## src/rtl/sprite_pkg.sv

```systemverilog
// Shared types and constants for the sprite controller.
// The optional horizontal mirror is enabled by defining SPRITE_HFLIP_EN.
package sprite_pkg;

    localparam int unsigned SPR_SIZE   = 16;
    localparam int unsigned SPR_BITS   = 4;
    localparam int unsigned OPAQUE_BIT = 24;

    // Layout of RAM word 0; reserved bits are stored but never used.
    typedef struct packed {
        logic       enable;    // [31]
        logic       hflip;     // [30]
        logic [3:0] rsvd_hi;   // [29:26]
        logic [9:0] y;         // [25:16]
        logic [5:0] rsvd_lo;   // [15:10]
        logic [9:0] x;         // [9:0]
    } sprite_ctrl_t;

endpackage

```

## src/rtl/sprite_hit_detect.sv

```systemverilog
// Combinational sprite box test and in-sprite coordinates.
// Defining SPRITE_HFLIP_EN makes hflip mirror rel_x; otherwise hflip is ignored.
module sprite_hit_detect
    import sprite_pkg::*;
#(
    parameter int unsigned XW = 10
) (
    input  logic          pix_valid,
    input  logic [XW-1:0] pix_x,
    input  logic [XW-1:0] pix_y,
    input  logic [XW-1:0] spr_x,
    input  logic [XW-1:0] spr_y,
    input  logic          enable,
    input  logic          hflip,
    output logic          in_sprite,
    output logic [3:0]    rel_x,
    output logic [3:0]    rel_y
);

    logic [XW:0] dx;
    logic [XW:0] dy;
    logic [3:0]  col;

    // One extra bit so a pixel left of/above the sprite borrows and lands out of range.
    assign dx = {1'b0, pix_x} - {1'b0, spr_x};
    assign dy = {1'b0, pix_y} - {1'b0, spr_y};

    assign in_sprite = pix_valid & enable
                     & (dx[XW:SPR_BITS] == '0)
                     & (dy[XW:SPR_BITS] == '0);

`ifdef SPRITE_HFLIP_EN
    assign col = hflip ? (4'(SPR_SIZE - 1) - dx[3:0]) : dx[3:0];
`else
    logic unused_hflip;
    assign unused_hflip = hflip;
    assign col = dx[3:0];
`endif

    assign rel_x = in_sprite ? col : 4'd0;
    assign rel_y = in_sprite ? dy[3:0] : 4'd0;

endmodule

```

## src/rtl/sprite_ctrl.sv

```systemverilog
// Sprite overlay: per-frame shadowed control word, 1-cycle composite, per-frame collision.
// Optional horizontal mirror via SPRITE_HFLIP_EN (handled in sprite_hit_detect).
module sprite_ctrl
    import sprite_pkg::*;
#(
    parameter int unsigned XW       = 10,
    parameter logic [23:0] WALL_RGB = 24'h0000FF
) (
    input  logic          HCLK,
    input  logic          HRESET,
    input  logic          frame_start,
    input  logic          pix_valid,
    input  logic [XW-1:0] pix_x,
    input  logic [XW-1:0] pix_y,
    input  logic [23:0]   bg_rgb,
    input  logic [31:0]   sprite_data,
    input  logic [31:0]   sprite_pixel,
    output logic          in_sprite,
    output logic [3:0]    rel_x,
    output logic [3:0]    rel_y,
    output logic          out_valid,
    output logic [23:0]   out_rgb,
    output logic          collision
);

    sprite_ctrl_t shadow_q;
    logic         acc_q;
    logic         opaque;
    logic         hit;

    sprite_hit_detect #(
        .XW (XW)
    ) u_hit (
        .pix_valid (pix_valid),
        .pix_x     (pix_x),
        .pix_y     (pix_y),
        .spr_x     (XW'(shadow_q.x)),
        .spr_y     (XW'(shadow_q.y)),
        .enable    (shadow_q.enable),
        .hflip     (shadow_q.hflip),
        .in_sprite (in_sprite),
        .rel_x     (rel_x),
        .rel_y     (rel_y)
    );

    assign opaque = sprite_pixel[OPAQUE_BIT];
    assign hit    = in_sprite & opaque & (bg_rgb == WALL_RGB);

    logic unused_bits;
    assign unused_bits = ^{sprite_pixel[31:25], shadow_q.rsvd_hi, shadow_q.rsvd_lo};

    always_ff @(posedge HCLK or posedge HRESET) begin
        if (HRESET) begin
            shadow_q  <= '0;
            acc_q     <= 1'b0;
            collision <= 1'b0;
            out_valid <= 1'b0;
            out_rgb   <= 24'h0;
        end else begin
            // The pixel coinciding with frame_start still uses the old shadow and
            // its hit lands in the value published now.
            if (frame_start) begin
                shadow_q  <= sprite_ctrl_t'(sprite_data);
                collision <= acc_q | hit;
                acc_q     <= 1'b0;
            end else begin
                acc_q <= acc_q | hit;
            end
            out_valid <= pix_valid;
            if (!pix_valid) begin
                out_rgb <= 24'h0;
            end else if (in_sprite && opaque) begin
                out_rgb <= sprite_pixel[23:0];
            end else begin
                out_rgb <= bg_rgb;
            end
        end
    end

endmodule

```

## config.mk

```make
export PLATFORM = sky130hd
export DESIGN_NAME = sprite_ctrl
export DESIGN_NICKNAME = d
export VERILOG_FILES = /design/src/rtl/sprite_pkg.sv /design/src/rtl/sprite_hit_detect.sv /design/src/rtl/sprite_ctrl.sv
export SDC_FILE = /design/constraint.sdc
export NUM_CORES = 1
export LEC_CHECK = 0
export ABC_AREA = 1
export CORE_ASPECT_RATIO = 2
export CORE_MARGIN = 4
export CORE_UTILIZATION = 35
export DETAILED_ROUTE_END_ITERATION = 6
export HOLD_SLACK_MARGIN = 0.06
export PLACE_DENSITY = 0.78
export SLEW_MARGIN = 20
export SYNTH_ARGS = -nofsm -noshare
export SYNTH_HDL_FRONTEND = slang
export SYNTH_SLANG_ARGS = --single-unit
```

## constraint.sdc

```tcl
create_clock -name HCLK -period 4.6 [get_ports HCLK]
set_input_delay 1.38 -clock HCLK [delete_from_list [all_inputs] [get_ports HCLK]]
set_output_delay 1.38 -clock HCLK [all_outputs]
set_load 0.01 [all_outputs]
```

==> flow_metrics.py, run 1 <==
metrics = {
    "worst_hold_path": {
        "whs_path_depth": 2,
        "min_to": "shadow_q[31]",
        "holdCritPathClass": "flip-flop to flip-flop",
        "hold_start": "shadow_q[31]",
    },
    "yosys": {
        "yosysTopAreaCell": "dfrtp_1",
        "synth-warning-count": 0,
        "synthCells": 473,
        "synth_cell_type_count": 29,
        "synth_common_cells": "nand2_1 (122), inv_1 (103), dfrtp_1 (48)",
        "synthMostInstantiatedCell": "nand2_1",
        "synth_area_leaders": "dfrtp_1 (36%), nand2_1 (14%), inv_1 (11%)",
        "synth_ff_type": "dfrtp_1",
        "syn_area_um2": 3380,
        "synth-seq-cells": 48,
        "synth_edf_count": 0,
        "synthArstFlopShare_pct": 100,
        "synthAdderAreaFrac_pct": 8.60,
        "syn-num-nets": 607,
        "yosysSeqAreaShare_pct": 35.6,
        "synthSimpleGateAreaFrac_pct": 28.1,
        "synth_top_family_by_area": "simple AND/OR/NAND/NOR gates",
        "synthMuxAreaShare_pct": 0,
        "synth_xor_area_share_pct": 1.04,
        "synth_top_area_share_pct": 35.6,
        "synth_compound_area_share_pct": 13.2,
        "avgSynthCellArea_um2": 7.14,
    },
    "placed_design": {
        "hpwl_um": 8580,
        "gp_congestion": 0.883,
        "post-place-ws_ps": -1100,
        "place_area_um2": 5090,
        "port_buffers": 128,
    },
    "worst_setup_path": {
        "path_class": "input port to primary output",
        "ff2ff_setup_slack_ps": 670,
        "cp_slowest_cell": "ha_4",
        "crit_path_end_kind": "primary output",
        "critPathMaxStageDelay_ps": 280,
        "rr_worst_depth": 27,
        "startpoint_type": "input port",
        "crit_chain": "dlygate4sd2_1 -> ha_4 -> buf_4 -> nand2_1 -> nor2_2 -> nand3_1 -> nand4_1 -> and2_1 -> nand4_1 -> buf_6 -> nor3_2 -> buf_2",
        "cp_data_required_time_ps": 3220,
        "crit_top_cell": "nand4_1",
        "crit_fanout": 5,
        "timing.rr.start": "shadow_q[0]",
        "worstReg2RegEnd": "out_rgb[2]",
        "cp.arrival_ps": 3450,
    },
    "floorplanning": {
        "dieArea_um2": 11400,
        "die_y_um": 147,
        "die_w_um": 77.5,
        "floorplan.initialDensity_pct": 36.0,
        "coreArea_um2": 9380,
        "pin_count": 147,
        "num_rows": 50,
    },
    "routing": {
        "ant_nets": 0,
        "first_iter_violations": 219,
        "routedWlPerCell_um": 16.8,
        "drc": 0,
        "dr_total_vias": 3932,
        "wl_um": 13300,
        "vias_per_cell": 4.98,
        "dr.pass1.iters": 4,
    },
    "clock_tree": {
        "cts_inserted_buffers": 5,
        "cts.clk_slew.worst_paths_ps": 70,
        "cts.htree.levels": 2,
        "clock_latency_ps": 290,
        "cts_root_buf": "clkbuf_16",
        "cts_tree": "yes",
        "ctsLongestPathBuffers": 2,
        "cts_hold_buf": 0,
        "cts_sinks": 48,
    },
    "timing": {
        "rsz0062_at_grt": "yes",
        "setup_viol": 31,
        "max_freq_ghz": 0.207,
        "hold_viol": 0,
        "finalCritPeriodShare_pct": 105,
        "finalCriticalPeriod_ps": 4830,
        "finClkSkew_ps": 8.56,
        "holdWs_ps": 483,
        "worst_pin_slew_ps": 896,
        "drv_slew": 0,
        "setup_ws_ps": -228,
        "relSlewSlack_pct": 40.2,
    },
    "final_layout": {
        "final_nets": 819,
        "layout-drive-gt1-share_pct": 32.3,
        "finalInstanceArea_um2": 6150,
        "seq_area_um2": 1200,
        "antennaDiodeCount": 0,
        "multiInputGateArea_um2": 2260,
        "synthToLayoutAreaGrowth_pct": 82.0,
        "nFillCells": 732,
    },
    "outcome": {
        "outcome": "complete, but fails checks",
        "violations": "setup timing",
    },
    "run": {
        "max-cap-violations": 0,
    },
    "grt": {
        "grt_pass1_wl_um": 18000,
        "grt_util_all_layers_pct": 20.0,
        "grt_overflow_total": 0,
        "first_global_vias": 3945,
        "grt_max_degree": 49,
        "antenna_found_initial": 0,
    },
    "pwr": {
        "p_leak_nw": 3.18,
        "ir_drop_v": 0.000153,
        "power_density_nw_per_um2": 241,
    },
}
[flip-flops by register name, summed over array words and instances (netlist names)]
register   cells
collision      1
out_valid      1
out_rgb       24
acc_q          1
shadow_q      21
[where the power goes]
group	switching (W)	total [W]	internal, W	leakage, nW
clock network	0.000163	0.000361	0.000198	0.0667
registers	0.00000936	0.000459	0.000449	0.604
logic	0.000319	0.000662	0.000343	2.51
[routing by layer]
metal | wire, µm | vias to the layer above | GRT usage, % | part of all wire [%]
met2 | 7780 | 158 | 39.9 | 59
met3 | 675 | 50 | 4.17 | 5.1
met1 | 4130 | 1834 | 18.2 | 31
met5 | 0 | - | 0 | 0
met4 | 699 | 0 | 10.5 | 5.3
li1 | - | 1890 | - | -
[placed cells by master (no fill, tap or decap), drive strengths merged]
cell type,instances
a21o,1
nor2,48
a21oi,10
nand4,9
nor4b,1
clkdlybuf4s15,2
xnor2,3
a31oi,2
and2,1
nor4,4
fa,2
clkinv,2
ha,20
o21bai,25
dlymetal6s2s,8
clkdlybuf4s50,100
nand3b,2
nor3,12
o21ai,21
buf,95
dlygate4sd2,3
nand2,123
xor2,1
dfrtp,48
inv,103
clkbuf,14
nand3,25
[through the flow]
step / util, % / instances / TNS (ps) / power (W)
global route: 65.5 / 789 / -6040 / 0.00156
global placement: 54.2 / 741 / -8930 / 0.000925
floorplan: - / 473 / 0 / 0.000693
finish: 65.5 / 789 / -2650 / 0.00148
detailed placement: 54.2 / 741 / -9740 / 0.000939
CTS: 60.0 / 775 / -4370 / 0.00138
[cell families (layout without fill, tap and decap cells)]
logic type,after synthesis,in the layout
compound gates,59,59
xor+xnor,4,4
fa+ha+maj,22,22
buf+inv,115,327
flops,48,48
simple gates,225,225
[how the worst max path moves through the flow]
stage / startpoint / end / slack (ps) / cells past startpoint
detailed placement: pix_x[0] / rel_x[0] / -1100 / 15
finish: pix_x[5] / rel_x[2] / -230 / 12
CTS: pix_x[0] / rel_x[2] / -230 / 15
floorplan: pix_x[0] / rel_x[0] / 10 / 12
global placement: pix_x[0] / rel_x[3] / -1010 / 15
global route: pix_y[0] / rel_x[2] / -310 / 17
[critical path: cells and delay by family]
kind                     cells  cell delay, ps
buffers and inverters        4             740
adder cells (fa/ha/maj)      1             280
AND/OR/NAND/NOR              7            1030
[final cells by class]
type                            instances  share of cell area [%]
Tap cell                              104                    2.12
Multi-Input combinational cell        310                    36.8
Clock inverter                          1                  0.0814
Clock buffer                            6                    2.10
Timing Repair Buffer                  216                    33.0
Inverter                              104                    6.37
Sequential cell                        48                    19.5
[repair_timing]
action / in CTS / in global routing
endpoints found under the setup margin: 9 / 35
pin swaps: 27 / 54
resized for setup: 99 / 95
buffers inserted: 26 / 15
cloned: 1 / 8
(Power assumes the default switching activity.)
==> run 2, diff against run 1 <==
CTS_CLUSTER_DIAMETER = 30   (was not set)
==> results of run 2 <==
Same layout as run 1: the final DEF is identical, and so are final timing and power.
==> run 3, diff against run 2 <==
SLEW_MARGIN = not set   (was 20)
==> flow_metrics.py, run 3 (same netlist as run 1, synthesis figures left out) <==
metrics = {
    "grt": {
        "grt_pass1_wl_um": 18000,
        "first_global_vias": 3945,
        "antenna_found_initial": 0,
        "grt_util_all_layers_pct": 20.0,
        "grt_overflow_total": 0,
        "grt_max_degree": 49,
    },
    "final_layout": {
        "final_util_pct": 65.5,
        "largest-register": "out_rgb",
        "largest_register_ffs": 24,
        "antennaDiodeCount": 0,
        "final_cell_mix": "nand2_1 (100), clkdlybuf4s50_1 (100), inv_1 (94)",
        "final_nets": 819,
        "nFillCells": 731,
        "synthToLayoutAreaGrowth_pct": 82.0,
        "reg.largest.list": "out_rgb (24), shadow_q (21)",
        "layout-drive-gt1-share_pct": 32.3,
        "finalInstanceArea_um2": 6150,
    },
    "routing": {
        "dr.pass1.iters": 4,
        "first_iter_violations": 219,
        "ant_nets": 0,
        "vias_per_cell": 4.98,
        "dr_total_vias": 3931,
        "drc": 0,
        "wl_um": 13300,
        "routedWlPerCell_um": 16.8,
    },
    "placed_design": {
        "gp_congestion": 0.883,
        "hpwl_um": 8580,
        "place_area_um2": 5090,
        "port_buffers": 128,
    },
    "timing": {
        "worst_pin_slew_ps": 1080,
        "drv_slew": 0,
        "setup_ws_ps": -228,
        "setup_viol": 31,
        "rsz0062_at_grt": "yes",
        "finalCriticalPeriod_ps": 4830,
        "relSlewSlack_pct": 28.1,
        "finalCritPeriodShare_pct": 105,
        "max_freq_ghz": 0.207,
        "finClkSkew_ps": 8.56,
        "hold_viol": 0,
    },
    "outcome": {
        "violations": "setup timing",
        "outcome": "complete, but fails checks",
    },
    "clock_tree": {
        "cts.htree.levels": 2,
        "ctsLongestPathBuffers": 2,
        "clock_latency_ps": 290,
        "cts.clk_slew.worst_paths_ps": 70,
        "cts_inserted_buffers": 5,
        "cts_sinks": 48,
        "cts_root_buf": "clkbuf_16",
        "cts_tree": "yes",
    },
    "worst_setup_path": {
        "crit_fanout": 5,
        "startpoint_type": "input port",
        "cp_data_required_time_ps": 3220,
        "cp.arrival_ps": 3450,
        "path_class": "input port to primary output",
        "crit_path_end_kind": "primary output",
    },
    "pwr": {
        "power_density_nw_per_um2": 241,
        "ir_drop_v": 0.000154,
        "p_leak_nw": 3.18,
    },
    "floorplanning": {
        "die_w_um": 77.5,
        "pin_count": 147,
        "coreArea_um2": 9380,
        "num_rows": 50,
        "die_y_um": 147,
        "floorplan.initialDensity_pct": 36.0,
        "dieArea_um2": 11400,
    },
    "worst_hold_path": {
        "holdCritPathClass": "flip-flop to flip-flop",
    },
    "run": {
        "max-cap-violations": 0,
    },
}
run 3: cell count changes in the layout (fill, tap and decap cells not counted):
cell	delta
inv_2	+1
clkinv_2	-1
run 3: worst paths after layout:
| kind | cells after the start | from | slack [ps] | to |
|---|---|---|---|---|
| max reg2reg | 27 | shadow_q[0] | 670 | out_rgb[2] |
| max in group asynchronous | 2 | HRESET | 2250 | out_rgb[10] |
| min | 2 | shadow_q[31] | 480 | shadow_q[31] |
| max | 12 | pix_x[5] | -230 | rel_x[2] |
| min in group asynchronous | 2 | HRESET | 1690 | out_rgb[22] |
| min reg2reg | 2 | shadow_q[31] | 480 | shadow_q[31] |
run 3: area by class of cell:
cell class                 count  area [µm²]  area share, %
multi-input combinational    310        2260           36.8
timing repair buffer         216        2030           33.0
sequential                    48        1200           19.5
inverter                     104         390           6.35
tap                          104         130           2.12
clock buffer                   6         129           2.10
clock inverter                 1        5.00         0.0814
run 3: per-stage QoR:
step / setup WS, ps / power (W) / setup TNS, ps / instances / hold WS [ps]
6_report: -228 / 0.00148 / -2640 / 789 / 483
3_5_place_dp: -1100 / 0.000939 / -9740 / 741 / 467
5_1_grt: -307 / 0.00156 / -6040 / 789 / 529
4_1_cts: -234 / 0.00138 / -4370 / 775 / 484
3_3_place_gp: -1010 / 0.000925 / -8930 / 741 / 467
2_1_floorplan: 10.6 / 0.000693 / 0 / 473 / 443
run 3: timing repair:
action | in CTS | in global routing
pin swaps | 27 | 54
buffers inserted | 26 | 15
resized for setup | 99 | 95
hold buffers | 0 | 0
setup endpoints to repair | 9 | 35
cloned | 1 | 8
run 3: worst max-delay path, cell delays in order:
cell	delay (ps)
dlygate4sd2_1	250
ha_4	280
buf_4	110
nand2_1	70
nor2_2	150
nand3_1	130
nand4_1	150
and2_1	150
nand4_1	220
buf_6	230
nor3_2	160
buf_2	150
run 3: metal layers:
metal  track usage, %  up-vias  wire [µm]
met1             18.2     1834       4130
met5                0        -          0
met3             4.17       50        676
met2             39.9      158       7790
li1                 -     1889          -
met4             10.5        0        699
run 3: power breakdown:
group / leakage (nW) / switching (W) / internal, W
Combinational: 2.51 / 0.000319 / 0.000343
Clock: 0.0667 / 0.000163 / 0.000198
Sequential: 0.604 / 0.00000936 / 0.000449
Total: 3.18 / 0.000492 / 0.000990
